File: config.mk
export PLATFORM = sky130hd
export DESIGN_NAME = jk_cmd_seq_flat
export DESIGN_NICKNAME = d
export VERILOG_FILES = /design/src/rtl/jk_cmd_seq_if.sv /design/src/rtl/jk_cmd_seq.sv /design/src/flat_wrapper.sv
export SDC_FILE = /design/constraint.sdc
export NUM_CORES = 1
export LEC_CHECK = 0
export BUFFER_PORTS_ARGS = -buffer_cell sky130_fd_sc_hd__buf_4
export CAP_MARGIN = 0
export CORE_MARGIN = 2
export CORE_UTILIZATION = 50
export DETAILED_ROUTE_END_ITERATION = 16
export HOLD_SLACK_MARGIN = 0.02
export PLACE_DENSITY = 0.8
export SYNTH_ARGS = -nofsm -noshare
export SYNTH_HDL_FRONTEND = slang
export SYNTH_SLANG_ARGS = --single-unit
File: constraint.sdc
create_clock -name clk -period 4.2 [get_ports clk]
set_input_delay 0 -clock clk [delete_from_list [all_inputs] [get_ports clk]]
set_output_delay 0 -clock clk [all_outputs]
set_load 0.02 [all_outputs]
File: src/rtl/jk_cmd_seq_if.sv
// Command handshake bundle between the controller and jk_cmd_seq.
// The master is the controller side and the slave is the sequencer side.
interface jk_cmd_seq_if #(
   parameter int CNT_W = 4
) ();
   logic             cmd_valid;
   logic             cmd_ready;
   logic [1:0]       cmd_op;
   logic [CNT_W-1:0] cmd_cnt;

   modport master (output cmd_valid, output cmd_op, output cmd_cnt, input cmd_ready);
   modport slave  (input cmd_valid, input cmd_op, input cmd_cnt, output cmd_ready);
endinterface

File: src/rtl/jk_cmd_seq.sv
// Buffers JK commands in a small FIFO and drives registered j/k for cnt+1 cycles each.
// It also tracks a shadow copy of the downstream flip-flop's q.
module jk_cmd_seq #(
   parameter int DEPTH = 4,
   parameter int CNT_W = 4
) (
   input  logic                     clk,
   input  logic                     rst_n,
   jk_cmd_seq_if.slave              cmd,
   output logic                     j,
   output logic                     k,
   output logic                     busy,
   output logic                     shadow_q,
   output logic [$clog2(DEPTH):0]   level
);
   localparam int AW = $clog2(DEPTH);
   localparam int EW = 2 + CNT_W;

   typedef enum logic {IDLE, ISSUE} state_t;

   state_t           state, state_nxt;
   logic [EW-1:0]    mem [DEPTH];
   logic [AW:0]      wr_ptr, rd_ptr;
   logic [CNT_W-1:0] remaining, remaining_nxt;
   logic             j_nxt, k_nxt;
   logic             ready_en, full, empty, push, pop;
   logic [EW-1:0]    head;

   assign full  = (wr_ptr[AW] != rd_ptr[AW]) && (wr_ptr[AW-1:0] == rd_ptr[AW-1:0]);
   assign empty = (wr_ptr == rd_ptr);
   assign level = wr_ptr - rd_ptr;
   assign head  = mem[rd_ptr[AW-1:0]];
   assign busy  = (state == ISSUE);

   // ready_en keeps cmd_ready low through reset and until the first edge after release
   assign cmd.cmd_ready = ready_en && !full;
   assign push          = cmd.cmd_valid && cmd.cmd_ready;

   // Storage carries no reset; the pointers alone define what is valid.
   always_ff @(posedge clk) begin
      if (push) begin
         mem[wr_ptr[AW-1:0]] <= {cmd.cmd_op, cmd.cmd_cnt};
      end
   end

   // Next-state logic. On the final cycle of a command, the next queued command is
   // loaded immediately, so no 00 bubble appears between them.
   always_comb begin
      state_nxt     = state;
      remaining_nxt = remaining;
      j_nxt         = j;
      k_nxt         = k;
      pop           = 1'b0;
      case (state)
         IDLE: begin
            j_nxt = 1'b0;
            k_nxt = 1'b0;
            if (!empty) begin
               pop            = 1'b1;
               {j_nxt, k_nxt} = head[EW-1:CNT_W];
               remaining_nxt  = head[CNT_W-1:0];
               state_nxt      = ISSUE;
            end
         end
         ISSUE: begin
            if (remaining != '0) begin
               remaining_nxt = remaining - CNT_W'(1);
            end else if (!empty) begin
               pop            = 1'b1;
               {j_nxt, k_nxt} = head[EW-1:CNT_W];
               remaining_nxt  = head[CNT_W-1:0];
            end else begin
               state_nxt = IDLE;
               j_nxt     = 1'b0;
               k_nxt     = 1'b0;
            end
         end
         default: begin
            state_nxt = IDLE;
            j_nxt     = 1'b0;
            k_nxt     = 1'b0;
         end
      endcase
   end

   // shadow_q samples the same registered j/k on the same edge as the real flip-flop.
   always_ff @(posedge clk or negedge rst_n) begin
      if (!rst_n) begin
         state     <= IDLE;
         remaining <= '0;
         j         <= 1'b0;
         k         <= 1'b0;
         shadow_q  <= 1'b0;
         wr_ptr    <= '0;
         rd_ptr    <= '0;
         ready_en  <= 1'b0;
      end else begin
         ready_en  <= 1'b1;
         state     <= state_nxt;
         remaining <= remaining_nxt;
         j         <= j_nxt;
         k         <= k_nxt;
         if (push) wr_ptr <= wr_ptr + (AW+1)'(1);
         if (pop)  rd_ptr <= rd_ptr + (AW+1)'(1);
         case ({j, k})
            2'b01:   shadow_q <= 1'b0;
            2'b10:   shadow_q <= 1'b1;
            2'b11:   shadow_q <= ~shadow_q;
            default: shadow_q <= shadow_q;
         endcase
      end
   end
endmodule
File: src/flat_wrapper.sv
// flat-port wrapper written by rule: the top's interface ports become plain ports
module jk_cmd_seq_flat 
#(
   parameter int DEPTH = 4,
   parameter int CNT_W = 4
)
  (clk, rst_n, j, k, busy, shadow_q, level, cmd_cmd_valid, cmd_cmd_op, cmd_cmd_cnt, cmd_cmd_ready);
  jk_cmd_seq_if #(.CNT_W(CNT_W)) cmd_i ();
  input  logic clk;
  input  logic rst_n;
  output logic j;
  output logic k;
  output logic busy;
  output logic shadow_q;
  output logic [$clog2(DEPTH):0] level;
  input wire logic [$bits(cmd_i.cmd_valid)-1:0] cmd_cmd_valid;
  input wire logic [$bits(cmd_i.cmd_op)-1:0] cmd_cmd_op;
  input wire logic [$bits(cmd_i.cmd_cnt)-1:0] cmd_cmd_cnt;
  output wire logic [$bits(cmd_i.cmd_ready)-1:0] cmd_cmd_ready;
  assign cmd_i.cmd_valid = cmd_cmd_valid;
  assign cmd_i.cmd_op = cmd_cmd_op;
  assign cmd_i.cmd_cnt = cmd_cmd_cnt;
  assign cmd_cmd_ready = cmd_i.cmd_ready;
  jk_cmd_seq #(.DEPTH(DEPTH), .CNT_W(CNT_W)) u_core (.clk(clk), .rst_n(rst_n), .cmd(cmd_i), .j(j), .k(k), .busy(busy), .shadow_q(shadow_q), .level(level));
endmodule
* Yosys cells after proc, flatten, opt, wreduce, memory -nomap -nowiden
Memories as Yosys holds them, arrays and structs flattened.
Cells that the tools add are included.
** Storage, ports and cells
- Register bits :: 15
- Logic and storage cells :: 45
- Input bits :: 9
- Memory bits (writable) :: 24
- Memories kept :: 1
** Cells by class
- Bitwise gates (word level) :: 2
- Equality and inequality tests :: 7
- Multiplexer cells :: 17
- Add/subtract/negate cells :: 4
- Reduce and logical (&&, ||, !) cells :: 6
** Memory list
- u_core.mem :: depth 4, width 6, read ports 1, clocked after memory_dff 0, write ports 1, line jk_cmd_seq.sv:22 : logic [EW-1:0] mem [DEPTH];
** Operators with widths (count)
- 1-bit 2-to-1 mux :: 9
- 4-bit 2-to-1 mux :: 2
- 1-bit case mux with 2 select lines :: 4
- 4-bit case mux with 2 select lines :: 1
- 3-bit by 1-bit adder with 3-bit output, second input constant :: 2
- 2-bit == test, second input constant :: 2
- 4-bit nonzero test :: 1
- 4-bit by 1-bit subtractor with 4-bit output, second input constant :: 1
- 3-bit == test :: 1
- 1-bit logical AND :: 3
- 1-bit case mux with 3 select lines :: 1
- 3-bit nonzero test :: 1
- 3-bit subtractor :: 1
- 2-bit by 1-bit == test with 1-bit output, second input constant :: 1
- 2-bit == test :: 1
- 2-bit inequality test, second input constant :: 1
- 1-bit inverter :: 2
- 1-bit logical NOT :: 1
- 1-bit inequality test :: 1

* Depth between registers and ports, before layout
Gate-level depths: netlist (run 1).
- Depth after elaboration :: 7
- Depth in mapped cells :: 7
- Mapped depth without buffers :: 6

* Least setup slack after synthesis (run 1)
OpenSTA, ideal clock, no wires.
- Path kind :: register -> register
- Start point :: register u_core.rd_ptr[1]
- End point :: memory u_core.mem[3][0] in the netlist's numbering (enable)
- Slack :: 2171 ps
- Data required time :: 3872 ps
- Setup time :: 328 ps
- Arrival :: 1701 ps
- Stages on the path, launching flop included :: 7
- Cell sequence :: dfrtp_1 > clkbuf_1 > inv_1 > ha_1 > nand2_1 > o21a_1 > and3_1
** Between the ends
- Longest elaborated chain between the ends :: 7
** RTL lines
- from (decl) :: line jk_cmd_seq.sv:23 : logic [AW:0] wr_ptr, rd_ptr;
- from (signal assigned) :: line jk_cmd_seq.sv:104 : if (pop) rd_ptr <= rd_ptr + (AW+1)'(1);
- 2-bit == test :: line jk_cmd_seq.sv:29 : assign full = (wr_ptr[AW] != rd_ptr[AW]) && (wr_ptr[AW-1:0] == rd_ptr[AW-1:0]);
- 1-bit logical AND :: line jk_cmd_seq.sv:29
- 1-bit logical NOT :: line jk_cmd_seq.sv:36 : assign cmd.cmd_ready = ready_en && !full;
- 1-bit logical AND :: line jk_cmd_seq.sv:36
- net cmd_cmd_ready :: line flat_wrapper.sv:19 : output wire logic [$bits(cmd_i.cmd_ready)-1:0] cmd_cmd_ready;
- 1-bit logical AND :: line jk_cmd_seq.sv:37 : assign push = cmd.cmd_valid && cmd.cmd_ready;
- 1-bit 2-to-1 mux :: line jk_cmd_seq.sv:41 : if (push) begin
- 1-bit 2-to-1 mux (not written as such) :: line jk_cmd_seq.sv:42 : mem[wr_ptr[AW-1:0]] <= {cmd.cmd_op, cmd.cmd_cnt};
- to (decl) :: line jk_cmd_seq.sv:22
The timed path passes the listed nets, and every way through them passes these cells.

* Worst setup path after layout (run 1)
- Start point :: register u_core.rd_ptr[1]
- End point :: memory u_core.mem[3][4] in the netlist's numbering (enable)
** Between the ends
- Longest elaborated chain between the ends :: 7
** RTL lines (line)
- 2-bit == test :: jk_cmd_seq.sv:29
- 1-bit logical AND :: jk_cmd_seq.sv:29
- 1-bit logical NOT :: jk_cmd_seq.sv:36
- 1-bit logical AND :: jk_cmd_seq.sv:36
- 1-bit logical AND :: jk_cmd_seq.sv:37
- 1-bit 2-to-1 mux :: jk_cmd_seq.sv:41
- 1-bit 2-to-1 mux (not written as such) :: jk_cmd_seq.sv:42
No other way between the ends.

==> metrics.yaml, run 1 <==
critPathLaunchType: "flop"
status: "finished clean"
htreeDepth: 2
vias_per_cell: 5.115
cts.clk_slew.worst_paths_ns: 0.12
route.detailed.drc: 0
grt_pass1_wl_um: 4843
num_vias: 931
worst-path-max-fanout: 10
critPathCaptureType: "flop"
cts_tree: "done"
rsz0062_at_grt: "no"
drt_first_pass_iters: 4
grt_max_degree: 14
yosys_warnings: 0
cts.repair.resized: 0
critPathSlowestCell: "dfrtp_1"
critical-path-top-delay-family: "flip-flops"
hold_viol_final: 0
synth_area_leader_cell: "edfxtp_1"
fin_nets: 153
ys.flop_type: "edfxtp_1"
ys_async_sr_fraction_pct: 38.46
syn-num-nets: 123
wl_per_cell_um: 15.59
die_y_um: 62.19
drive_above_1_share_pct: 25.74
r2r_slack_ns: 2.24
worstSetupPathType: "flop to flop"
grt_pass1_vias: 963
grtUsageTotal_pct: 17.26
r2r-start: "u_core.rd_ptr[1]"
setup_ws_ns: 2.237
place_area_um2: 1851
place.gp.congestion: 0.8379
synthCells: 105
fmax_mhz: 509.4
ios: 17
avgSynthCellArea_um2: 16.12
syn_to_final_growth_pct: 19.96
fin_worst_skew_ns: 0.008433
worstHoldPathType: "input port to flop"
cp.arrival_ns: 1.99
fin_setup_tns_ns: 0
max-cap-violations: 0
initialDrtViolationCount: 31
pre_cts_slack_ns: 2.243
synth_area_leaders: "edfxtp_1 43%, dfrtp_1 22%, mux4_2 8.0%"
initial_core_util_pct: 51.54
drtAntennaViolNets: 0
grt_overflow: 0
path_cells: "inv_1 > ha_1 > nand2_1 > o21a_1 > and3_1"
p_leak_nw: 0.8301
synth_cell_types: 30
cts_buffers: 5
cts_sinks: 39
die_w_um: 62.19
critical_path_buf_inv_count: 1
layout_common_cells: "24 x edfxtp_1, 16 x buf_4, 15 x dfrtp_1"
insertion_delay_ns: 0.34
finalCritPeriodShare_pct: 46.74
n_antenna_cell: 0
rows: 21
finalSetupViolations: 0
ys_ff_latch: 39
antenna_found_initial: 0
whs_path_depth: 2
portBuffers: 16
final_cell_area_um2: 2031
clk_path_buf_depth: 2
ys_seq_area_share_pct: 64.75
hold_start: "cmd_cmd_op[1]"
powerDensity_nw_per_um2: 711.4
maxSlewViolCount: 0
wl_um: 2838
max_stage_delay_ns: 0.58
min_period_ns: 1.963
worstPathRequired_ns: 4.23
core_area_um2: 3284
synth_area_um2: 1693
cts_setup_buffers: 0
reg2reg_depth: 5
hold_end: "u_core.mem[0][5]"
yosysTopAreaCellShare_pct: 42.57
dp.final_hpwl_um: 2007
clk_root_buffer_cell: "clkbuf_4"
dieArea_um2: 3867
mostFrequentLayoutCell: "edfxtp_1"
synth_edf_count: 24
r2r_end: "u_core.mem[3][4]"
cts_hold_buf: 10
power.ir.vdd_worst_mv: 0.3439
==> registers in the layout (all words and copies together) (netlist names) <==
register	flops
u_core.busy	1
u_core.k	1
u_core.ready_en	1
u_core.rd_ptr	3
u_core.shadow_q	1
u_core.wr_ptr	3
u_core.mem	24
u_core.j	1
u_core.remaining	4
==> Yosys cell counts, types with 2 or more instances <==
cell type and count:
and3_1 5, dfrtp_1 15, ha_1 8, nand2_1 7, mux4_2 6, a22o_2 2, nor3_1 2, inv_1 7
xnor2_1 6, nand3_1 3, mux2i_1 2, edfxtp_1 24
==> per-layer routing <==
metal,up-vias,track usage [%],part of all wire (%)
met3,4,6.341,3.6
met4,0,8.611,2.0
met1,461,21.76,46
met5,-,0,0
li1,446,-,-
met2,20,26.49,49
==> how the worst max path moves through the flow <==
stage	from	end	depth (start not counted)
floorplan	u_core.rd_ptr[1]	u_core.mem[3][0]	6
CTS	u_core.rd_ptr[1]	u_core.mem[3][4]	5
finish	u_core.rd_ptr[1]	u_core.mem[3][4]	5
detailed placement	u_core.rd_ptr[1]	u_core.mem[3][4]	5
global route	u_core.rd_ptr[1]	u_core.mem[0][0]	5
global placement	u_core.rd_ptr[0]	u_core.mem[3][4]	4
==> report_power, final <==
part	total, mW	internal (mW)	switching [mW]
Clock	0.249	0.125	0.123
Sequential	0.601	0.503	0.0977
Combinational	0.595	0.299	0.296
==> kinds of logic (layout without fill, tap and decap cells) <==
logic type | count (synthesis) | after routing | synth area share (%)
muxes | 11 | 11 | 11.38
other | 1 | 1 | 0.2215
buffers and inverters | 10 | 41 | 2.734
AOI/OAI and AO/OA | 7 | 7 | 3.695
adders and majority gates | 9 | 9 | 7.096
and+or+nand+nor | 21 | 21 | 6.504
DFF | 39 | 39 | 64.74
xor gates and xnor gates | 7 | 7 | 3.622
==> layout make-up <==
class                      count  area, µm²
multi-input combinational     56      550.5
fill                         246       1254
sequential                    39       1096
clock inverter                 3      42.54
timing repair buffer          26      220.2
tap                           46      57.56
inverter                       7      26.28
clock buffer                   5      37.54
==> through the flow <==
stage	power [mW]	cells	utilization, %	hold WS [ns]
floorplan	1.022	105	-	-0.2956
global placement	1.177	164	56.34	-0.1332
detailed placement	1.200	164	56.34	-0.1314
CTS	1.460	182	61.83	0.3782
global route	1.544	182	61.83	0.3663
finish	1.445	182	61.83	0.3958
(Power assumes the default switching activity.)
==> inputs of run 2 (changes only) <==
--- a/config.mk
+++ b/config.mk
@@ -11,7 +11,7 @@
 export CORE_UTILIZATION = 50
 export DETAILED_ROUTE_END_ITERATION = 16
 export HOLD_SLACK_MARGIN = 0.02
-export PLACE_DENSITY = 0.8
+export PLACE_DENSITY = 0.83
 export SYNTH_ARGS = -nofsm -noshare
 export SYNTH_HDL_FRONTEND = slang
 export SYNTH_SLANG_ARGS = --single-unit
==> constraint.sdc (replaced) <==
create_clock -name clk -period 1.6 [get_ports clk]
set_input_delay 0 -clock clk [delete_from_list [all_inputs] [get_ports clk]]
set_output_delay 0 -clock clk [all_outputs]
set_load 0.02 [all_outputs]
==> metrics.yaml, run 2 (synthesized netlist as in run 1, its figures left out) <==
status: "finished with violations"
failed_checks: "negative setup slack"
clkPwrFrac_pct: 10.3
finish.utilization_pct: 68.38
drtAntennaViolNets: 0
drt_first_pass_iters: 4
critPathCaptureType: "flop"
fmax_mhz: 566.3
finalSetupViolations: 7
die_w_um: 62.19
mostFrequentLayoutCell: "buf_4"
cts.clk_slew.worst_paths_ns: 0.11
setup_ws_ns: -0.1658
grtUsageTotal_pct: 17.08
crit_end: "u_core.remaining[3]"
cp-startpoint: "u_core.remaining[0]"
fin_setup_tns_ns: -0.4657
seq_area_um2: 1096
finalCritPeriodShare_pct: 110.4
portBuffers: 16
clk_path_buf_depth: 2
layout_common_cells: "30 x buf_4, 24 x edfxtp_1, 15 x dfrtp_1"
dp.final_hpwl_um: 2079
worstHoldPathType: "input port to async pin"
num_vias: 1010
cts_tree: "done"
grt_pass1_vias: 1034
wl_per_cell_um: 15.04
p_total_mw: 4.424
htreeDepth: 2
power.ir.vdd_worst_mv: 0.8372
fin_nets: 169
wl_um: 2977
rows: 21
r2r_slack_ns: -0.17
p_sw_mw: 1.583
grt_max_degree: 16
swShare_pct: 35.77
worstSetupPathType: "flop to flop"
grt_pass1_wl_um: 4857
powerDensity_nw_per_um2: 1970
power_frac_seq_pct: 33.6
vias_per_cell: 5.101
rsz0062_at_grt: "yes"
antenna_found_initial: 0
syn_to_final_growth_pct: 32.67
p_comb_share_pct: 56.1
multi_input_area_um2: 663.1
drive_above_1_share_pct: 48.68
dieArea_um2: 3867
die_y_um: 62.19
maxSlewViolCount: 0
cts_sinks: 39
cts_buffers: 5
worstPathRequired_ns: 1.84
largest_reg_flops: 24
initial_core_util_pct: 51.54
place.gp.congestion: 0.8403
fill_cells: 227
hold_viol_final: 0
route.detailed.drc: 0
min_period_ns: 1.766
clk_root_buffer_cell: "clkbuf_4"
critPathLaunchType: "flop"
cp.arrival_ns: 2.01
r2r-start: "u_core.remaining[0]"
insertion_delay_ns: 0.34
hold-worst-slack_ns: 0.03997
worst-path-max-fanout: 5
max-cap-violations: 0
intPower_mw: 2.842
n_antenna_cell: 0
ios: 17
core_area_um2: 3284
grt_overflow: 0
p_leak_nw: 0.9146
initialDrtViolationCount: 49
fin_worst_skew_ns: 0.01299
reg2reg_depth: 6
r2r_end: "u_core.remaining[3]"
run 2: area by class of cell:
class | instances | area share [%]
Timing Repair Buffer | 42 | 15.60
Clock inverter | 2 | 0.3900
Sequential cell | 39 | 48.80
Tap cell | 46 | 2.563
Multi-Input combinational cell | 56 | 29.53
Clock buffer | 6 | 1.838
Inverter | 7 | 1.281
run 2: how the worst min path moves through the flow:
| stage | startpoint | to | slack [ns] | cells past startpoint |
|---|---|---|---|---|
| CTS | rst_n | u_core.ready_en | 0.03 | 2 |
| floorplan | rst_n | u_core.busy | -0.30 | 0 |
| detailed placement | rst_n | u_core.ready_en | -0.13 | 1 |
| finish | rst_n | u_core.rd_ptr[2] | 0.04 | 2 |
| global route | rst_n | u_core.ready_en | 0.05 | 2 |
| global placement | rst_n | u_core.ready_en | -0.14 | 1 |
run 2: timing repair:
item                                    4_1_cts  5_1_grt
endpoints found under the hold margin        41        0
pin swaps                                     1        3
endpoints found under the setup margin        7       33
hold buffers                                  8        0
setup buffers                                 3        0
resized for setup                             7        8
run 2: through the flow:
| stage | area (µm²) | setup WS (ns) | cells |
|---|---|---|---|
| 2_1_floorplan | 1772 | -0.1962 | 105 |
| 3_5_place_dp | 2032 | -0.1704 | 179 |
| 4_1_cts | 2200 | -0.1698 | 198 |
| 5_1_grt | 2246 | -0.2213 | 198 |
| 6_report | 2246 | -0.1658 | 198 |
| 3_3_place_gp | 2032 | -0.1001 | 179 |
run 2: routing by layer:
| metal | routed length, µm | vias up | part of all wire (%) | global-route usage, % |
|---|---|---|---|---|
| met5 | 0 | - | 0 | 0 |
| met4 | 52 | 0 | 1.7 | 6.667 |
| met3 | 116 | 7 | 3.9 | 5.435 |
| met2 | 1536 | 20 | 52 | 28.13 |
| met1 | 1272 | 506 | 43 | 21.18 |
| li1 | - | 477 | - | - |
run 2: critical path, stage by stage (launching register included):
cell and delay [ns]:
dfrtp_1 0.41, inv_2 0.08, ha_4 0.12, or3b_4 0.37
and2_4 0.19, mux2_4 0.30, o221a_1 0.20
run 2: power by group through the flow:
stage	Sequential, mW	Clock (mW)	Combinational (mW)
finish	1.49	0.456	2.48
global route	1.51	0.523	2.69
CTS	1.46	0.481	2.30
detailed placement	1.49	0	2.13
global placement	1.48	0	2.07
floorplan	1.53	0	1.33
